**config.mk**
```make
export PLATFORM = sky130hd
export DESIGN_NAME = vedic_seq_mul
export DESIGN_NICKNAME = d
export VERILOG_FILES = /design/src/rtl/vedic_seq_mul.sv
export SDC_FILE = /design/constraint.sdc
export NUM_CORES = 1
export LEC_CHECK = 0
export BUFFER_PORTS_ARGS = -buffer_cell sky130_fd_sc_hd__buf_2
export CAP_MARGIN = 20
export CORE_MARGIN = 4
export CORE_UTILIZATION = 50
export DETAILED_ROUTE_END_ITERATION = 10
export PLACE_DENSITY = 0.69
export SETUP_SLACK_MARGIN = 0.1
export SLEW_MARGIN = 5
export SYNTH_ARGS = -nofsm -noshare
export SYNTH_HDL_FRONTEND = slang
export SYNTH_SLANG_ARGS = --single-unit
```
**constraint.sdc**
```tcl
create_clock -name clk -period 16.15 [get_ports clk]
set_input_delay 2.4225 -clock clk [delete_from_list [all_inputs] [get_ports clk]]
set_output_delay 2.4225 -clock clk [all_outputs]
set_load 0.1 [all_outputs]
```
**src/rtl/vedic_seq_mul.sv**
```systemverilog
// Sequential W x W unsigned multiplier: one 8x8 Vedic digit product per clock,
// shifted and accumulated into a 2W-bit accumulator over (W/8)^2 cycles.
module vedic_seq_mul #(
    parameter int W = 32
) (
    input  logic           clk,
    input  logic           rst,
    input  logic           start,
    input  logic [W-1:0]   a,
    input  logic [W-1:0]   b,
    output logic           busy,
    output logic           done,
    output logic [2*W-1:0] p
);
    localparam int D  = W / 8;
    localparam int N  = D * D;
    localparam int IW = (N > 1) ? $clog2(N) : 1;
    localparam int DW = (D > 1) ? $clog2(D) : 1;
    localparam int SW = $clog2(2 * W);

    typedef enum logic {IDLE, RUN} state_t;

    // Vedic (Urdhva Tiryagbhyam) building blocks: 2x2 core, composed into 4x4 and 8x8.
    function automatic logic [3:0] vm2(input logic [1:0] x, input logic [1:0] y);
        logic [3:0] r;
        logic       c1;
        r[0] = x[0] & y[0];
        r[1] = (x[1] & y[0]) ^ (x[0] & y[1]);
        c1   = x[1] & y[0] & x[0] & y[1];
        r[2] = (x[1] & y[1]) ^ c1;
        r[3] = x[1] & y[1] & c1;
        return r;
    endfunction

    function automatic logic [7:0] vm4(input logic [3:0] x, input logic [3:0] y);
        logic [3:0] q0, q1, q2, q3;
        q0 = vm2(x[1:0], y[1:0]);
        q1 = vm2(x[3:2], y[1:0]);
        q2 = vm2(x[1:0], y[3:2]);
        q3 = vm2(x[3:2], y[3:2]);
        return {4'b0, q0} + {2'b0, q1, 2'b0} + {2'b0, q2, 2'b0} + {q3, 4'b0};
    endfunction

    function automatic logic [15:0] vm8(input logic [7:0] x, input logic [7:0] y);
        logic [7:0] q0, q1, q2, q3;
        q0 = vm4(x[3:0], y[3:0]);
        q1 = vm4(x[7:4], y[3:0]);
        q2 = vm4(x[3:0], y[7:4]);
        q3 = vm4(x[7:4], y[7:4]);
        return {8'b0, q0} + {4'b0, q1, 4'b0} + {4'b0, q2, 4'b0} + {q3, 8'b0};
    endfunction

    state_t          state;
    logic [W-1:0]    ra, rb;
    logic [2*W-1:0]  acc;
    logic [IW-1:0]   idx;

    logic [7:0]      a_dig [D];
    logic [7:0]      b_dig [D];
    logic [DW-1:0]   i_sel, j_sel;
    logic [15:0]     term;
    logic [SW-1:0]   shamt;
    logic [2*W-1:0]  shifted;
    logic [2*W-1:0]  acc_sum;

    genvar gi;
    generate
        for (gi = 0; gi < D; gi++) begin : g_dig
            assign a_dig[gi] = ra[8*gi +: 8];
            assign b_dig[gi] = rb[8*gi +: 8];
        end
    endgenerate

    // idx walks the digit pairs row-major: i selects the ra digit, j the rb digit.
    assign i_sel   = DW'(32'(idx) / D);
    assign j_sel   = DW'(32'(idx) % D);
    assign term    = vm8(a_dig[i_sel], b_dig[j_sel]);
    assign shamt   = SW'(8 * (32'(i_sel) + 32'(j_sel)));
    assign shifted = {{(2*W-16){1'b0}}, term} << shamt;
    assign acc_sum = acc + shifted;

    always_ff @(posedge clk or posedge rst) begin
        if (rst) begin
            state <= IDLE;
            busy  <= 1'b0;
            done  <= 1'b0;
            p     <= '0;
            acc   <= '0;
            idx   <= '0;
            ra    <= '0;
            rb    <= '0;
        end else begin
            case (state)
                IDLE: begin
                    done <= 1'b0;
                    if (start) begin
                        ra    <= a;
                        rb    <= b;
                        acc   <= '0;
                        idx   <= '0;
                        busy  <= 1'b1;
                        state <= RUN;
                    end
                end
                RUN: begin
                    acc <= acc_sum;
                    if (idx == IW'(N - 1)) begin
                        p     <= acc_sum;
                        done  <= 1'b1;
                        busy  <= 1'b0;
                        idx   <= '0;
                        state <= IDLE;
                    end else begin
                        idx <= idx + 1'b1;
                    end
                end
                default: state <= IDLE;
            endcase
        end
    end
endmodule
```
==> flow_summary.json, run 1 <==
{
  "run_status": "complete, no violations",
  "worst-path-max-fanout": 14,
  "synth_ff_type": "dfrtp_1",
  "finalCritPeriodShare": 0.581,
  "synth-seq-cells": 199,
  "design.portCount": 133,
  "detail_route.wirelength_um": 39700,
  "post-route-min-period_ns": 9.39,
  "die_area_mm2": 0.0316,
  "post-synth-top-area-cell": "dfrtp_1",
  "timing_hold_violations_final": 0,
  "routed_via_density": 5.76,
  "numPortBuffers": 132,
  "area.growth.synth_to_final_pct": 11.0,
  "seq_area_frac_synth": 0.346,
  "max_root_sink_buffers": 2,
  "slew_headroom": 0.354,
  "drive_above_1_share": 0.168,
  "post_cts_hold_buffer_count": 0,
  "synthTopCellsByCount": "nand2_1, dfrtp_1, o21ai_0",
  "postRouteAntennaNets": 0,
  "final-max-slew-violation-count": 0,
  "clk_pin_slew_ns": 0.09,
  "n_antenna_cell": 0,
  "grt_first_pass_wirelength_um": 64200,
  "worst_path_largest_cell_delay_ns": 0.83,
  "area_fraction_of_the_dominant_cell_type_after_synthesis": 0.346,
  "worstHoldPathType": "reg2reg",
  "register_area_mm2": 0.00498,
  "clock_tree_from_tritoncts": "built",
  "post_cts_resized": 0,
  "grt_usage": 0.255,
  "number_of_cells_produced_by_synthesis": 1610,
  "area_of_the_core_region_mm2": 0.0281,
  "synthTopCellsByArea": "dfrtp_1, ha_1, nand2_1",
  "drt_first_pass_iters": 5,
  "worst_ep_arrival_time_ns": 9.72,
  "grt_setup_unrepaired": "false",
  "die_x_um": 178,
  "fp-row-count": 61,
  "detail_route.iter0.violations": 911,
  "multi_input_comb_area_mm2": 0.00878,
  "timing.critical_path.buf_inv": 3,
  "crit_path_category": "reg2reg",
  "asyncSetResetFlopFracSynth": 1.00,
  "cpMaxStageDelayCell": "a2111oi_1",
  "yosysWarningCount": 0,
  "vias": 12008,
  "grt_pass1_vias": 11768,
  "syn_area_mm2": 0.0144,
  "timing.fmax_mhz": 107,
  "cts-buffers-inserted": 17,
  "report.final.setup_viol": 0,
  "synth_cell_type_count": 71,
  "layout.filler_cells": 2622,
  "finalWeightedCongestion": 0.990,
  "global_route_congestion_overflow_total": 0,
  "avgSynthCellArea_um2": 8.94,
  "antenna_found_initial": 0,
  "timing.critical_path.to_type": "register",
  "dp.final_hpwl_um": 30300,
  "die_outline_height_um": 178,
  "final_nets": 1897,
  "clockRootBuffer": "clkbuf_16",
  "cts.repair_timing.setup_buffer_count": 0,
  "path_delay_family": "compound AO/OA/AOI/OAI gates",
  "timing.critical_path.required_ns": 16.48,
  "most_common_cell_in_the_synthesized_netlist": "nand2_1",
  "wl_per_cell_um": 19.0,
  "grt_start_max_net_pins": 139,
  "synth_edf_count": 0,
  "drcViolationCount": 0,
  "worstMarginPinSlew_ns": 0.968,
  "initial_core_utilization": 0.512,
  "synth_nets": 1813,
  "maxcap_viol_count": 0,
  "fin_setup_tns_ns": 0,
  "worst_path_most_repeated_cell": "a21oi_1",
  "clock_tree.htree_level_count": 4,
  "insertion_delay_of_the_later_clocked_pin_in_the_worst_skew_pair_ns": 0.46,
  "final.setup_skew_ns": 0.0236,
  "clock_sink_count": 199,
  "timing.critical_path.from_type": "register"
}
[stage by stage]
step | util | std cells | hold slack [ns] | setup slack (ns) | area, µm²
after floorplan | - | 1610 | 0.456 | 8.14 | 14400
after global placement | 0.545 | 2052 | 0.456 | 6.97 | 15300
after detailed placement | 0.545 | 2052 | 0.465 | 6.97 | 15300
after CTS | 0.568 | 2084 | 0.484 | 6.93 | 16000
after global routing | 0.569 | 2085 | 0.500 | 6.30 | 16000
final | 0.569 | 2085 | 0.477 | 6.76 | 16000
[cell usage in the layout, fill, tap and decap left out, types with 5 or more instances in the layout]
| master | n |
|---|---|
| nand2_1 | 249 |
| dfrtp_1 | 199 |
| o21ai_0 | 165 |
| buf_2 | 132 |
| nor2_1 | 119 |
| ha_1 | 105 |
| a21oi_1 | 96 |
| inv_1 | 90 |
| mux2_2 | 69 |
| xnor2_1 | 58 |
| a21o_1 | 40 |
| xor2_1 | 37 |
| fa_1 | 31 |
| and2_1 | 24 |
| nor2b_1 | 21 |
| nand3_1 | 18 |
| nand4_1 | 17 |
| clkbuf_16 | 17 |
| mux4_2 | 16 |
| nand2b_1 | 14 |
| nor3_1 | 14 |
| o21bai_1 | 10 |
| o21ai_1 | 10 |
| o32ai_1 | 10 |
| o21a_1 | 8 |
| buf_4 | 8 |
| o31ai_1 | 7 |
| o211ai_1 | 7 |
| and3_1 | 7 |
| a31oi_1 | 7 |
| or3_1 | 6 |
| a211oi_1 | 5 |
| a22oi_1 | 5 |
| clkinv_8 | 5 |
| inv_12 | 5 |
[layout make-up]
cell class              instances  area share
clock buffers                  17      0.0266
clock inverters                15      0.0139
inverters                      91      0.0218
multi-input cells            1244       0.549
flip-flops and latches        199       0.312
well taps                     378      0.0296
repair buffers                141      0.0468
[path summary, 6_finish.rpt]
path,end,depth (start not counted),slack (ns),start
max in group asynchronous,acc[11],3,12.60,rst
max reg2reg,acc[53],34,6.76,idx[0]
min in group asynchronous,acc[50],2,2.19,rst
min reg2reg,p[19],2,0.48,p[19]
min,p[19],2,0.48,p[19]
max,acc[53],34,6.76,idx[0]
[worst register-to-register path: cells and delay by family (launching register included)]
family | cells | cell delay (ns)
and+or+nand+nor | 5 | 0.82
xor gates and xnor gates | 2 | 0.57
adders and majority gates | 6 | 2.38
DFF | 1 | 0.81
AOI/OAI and AO/OA | 16 | 3.34
muxes | 2 | 1.13
buffers and inverters | 3 | 0.20
[registers in the layout, indices dropped and copies added (netlist names)]
name   cells
done       1
acc       64
p         64
rb        32
state      1
idx        4
ra        32
busy       1
[metal layers]
| metal | wire length, µm | GRT usage | vias up |
|---|---|---|---|
| met3 | 2560 | 0.0437 | 47 |
| met2 | 17700 | 0.394 | 440 |
| met1 | 18800 | 0.377 | 5763 |
| met5 | 0 | 0 | - |
| li1 | - | - | 5758 |
| met4 | 673 | 0.0554 | 0 |
[kinds of logic (layout without fill, tap and decap cells)]
family                     Yosys count  after routing  synth area share
AOI/OAI and AO/OA                  415            415             0.179
xor gates and xnor gates            95             95            0.0578
adders and majority gates          136            136             0.134
buffers and inverters              167            264            0.0449
DFF                                199            199             0.346
muxes                               88             88            0.0811
and+or+nand+nor                    510            510             0.157
Power of run 1 is not shown: default switching activity piles up to over one toggle a cycle in this logic, so the estimate is an artifact.
==> inputs of run 2 (changes only) <==
clock period = 8.9 ns   (was 16.15 ns; I/O delays follow)
==> run 2 against run 1 <==
Non-clock buffer count increased by 38. Critical path depth increased by 4. Sequential share of layout area decreased by 0.75 points. Final cell count increased by 1.9%. Register-to-register slack got worse by 6.3 ns. Via count decreased by 0.35%. Wire length decreased by 0.13%. Final area increased by 2.5%. Clock skew decreased by 0.0060 ns. Fmax increased by 11%. Global-route usage increased by 0.12 points. Setup slack got worse by 6.3 ns. Critical endpoint is now p[60]. Largest cell class unchanged.
==> flow_summary.json, run 2 (synthesis results as in run 1) <==
{
  "run_status": "complete, no violations",
  "dp.final_hpwl_um": 30300,
  "routed_via_density": 5.63,
  "numPortBuffers": 132,
  "layout_commonest_cell": "nand2_1",
  "final-max-slew-violation-count": 0,
  "design.portCount": 133,
  "layout.filler_cells": 2571,
  "post-route-min-period_ns": 8.44,
  "detail_route.wirelength_um": 39600,
  "final_nets": 1935,
  "pre_cts_ws_ns": 0.294,
  "die_outline_height_um": 178,
  "finalWeightedCongestion": 0.965,
  "worstHoldPathType": "reg2reg",
  "slew_headroom": 0.320,
  "initial_core_utilization": 0.512,
  "worstMarginPinSlew_ns": 1.02,
  "grt_pass1_vias": 11985,
  "path_delay_family": "adder cells",
  "drt_first_pass_iters": 6,
  "worst_path_most_repeated_cell": "buf_4",
  "insertion_delay_of_the_later_clocked_pin_in_the_worst_skew_pair_ns": 0.46,
  "timing.critical_path.to_type": "register",
  "worst-path-max-fanout": 7,
  "finish.instance_area_mm2": 0.0164,
  "die_area_mm2": 0.0316,
  "timing.critical_path.from_type": "register",
  "setup_ws_ns": 0.464,
  "global_route_congestion_overflow_total": 0,
  "report.final.setup_viol": 0,
  "drive_above_1_share": 0.205,
  "cts-buffers-inserted": 17,
  "detail_route.iter0.violations": 951,
  "die_x_um": 178,
  "timing.critical_path.buf_inv": 10,
  "antenna_found_initial": 0,
  "grt_usage": 0.256,
  "maxcap_viol_count": 0,
  "clock_tree_from_tritoncts": "built",
  "timing_hold_violations_final": 0,
  "max_root_sink_buffers": 2,
  "cpMaxStageDelayCell": "mux4_2",
  "crit_path_category": "reg2reg",
  "timing.critical_path.required_ns": 9.20,
  "worst_ep_arrival_time_ns": 8.74,
  "grt_first_pass_wirelength_um": 63900,
  "final.setup_skew_ns": 0.0175,
  "timing.fmax_mhz": 119,
  "finalCritPeriodShare": 0.948,
  "drcViolationCount": 0,
  "clk_pin_slew_ns": 0.07,
  "fin_setup_tns_ns": 0,
  "fp-row-count": 61,
  "wl_per_cell_um": 18.7,
  "area.growth.synth_to_final_pct": 13.8,
  "post-route-util": 0.583,
  "final_cell_mix": "nand2_1, dfrtp_1, o21ai_0",
  "grt_setup_unrepaired": "false",
  "vias": 11966,
  "worst_path_largest_cell_delay_ns": 0.61,
  "clock_sink_count": 199,
  "clock_tree.htree_level_count": 4,
  "clockRootBuffer": "clkbuf_16",
  "area_of_the_core_region_mm2": 0.0281,
  "post_cts_hold_buffer_count": 0,
  "largest_registers": "acc x64, p x64",
  "grt_start_max_net_pins": 127,
  "detailed_place.area_mm2": 0.0155,
  "postRouteAntennaNets": 0
}
run 2: cell count changes in the layout (fill, tap and decap cells not counted), moves of 7 or more:
cell,delta
buf_4,+36
ha_1,-7
a21oi_2,+14
a21oi_1,-14
run 2: what timing repair did:
action | in CTS | in global routing
setup buffers | 0 | 13
gates resized for setup | 0 | 44
endpoints found under the setup margin | 0 | 50
run 2: per-layer routing:
| metal | up-vias | wire [µm] | GRT usage |
|---|---|---|---|
| met2 | 329 | 18600 | 0.414 |
| met5 | - | 0 | 0 |
| met4 | 0 | 990 | 0.0764 |
| met3 | 44 | 2260 | 0.0475 |
| li1 | 5829 | - | - |
| met1 | 5764 | 17800 | 0.353 |
run 2: area by class of cell:
cell class              count  area, µm²  area share
diodes                      1       2.50    0.000153
clock buffers              18        439      0.0268
clock inverters            14        153     0.00932
inverters                  91        349      0.0213
multi-input cells        1244       8950       0.547
flip-flops and latches    199       4980       0.304
well taps                 378        473      0.0289
repair buffers            179       1030      0.0628
run 2: path summary, 6_finish.rpt:
kind	slack, ns	start	depth (start not counted)	to
hold reg to reg	0.47	p[24]	2	p[24]
setup reg to reg	0.46	idx[0]	38	p[60]
max in group asynchronous	6.38	rst	3	p[1]
setup / recovery	0.46	idx[0]	38	p[60]
hold / removal	0.47	p[24]	2	p[24]
min in group asynchronous	1.07	rst	2	acc[47]
run 2: per-stage QoR:
step / hold WS, ns / std cells
floorplan: 0.456 / 1610
global placement: 0.457 / 2077
detailed placement: 0.462 / 2077
CTS: 0.483 / 2109
global route: 0.496 / 2123
finish: 0.474 / 2124
run 2: worst min-delay path, cell delays in order, from the launching register on:
cell and delay, ns:
dfrtp_1 0.34, nand2_1 0.05, o21ai_0 0.06
Power of run 2 is left out for the same reason.
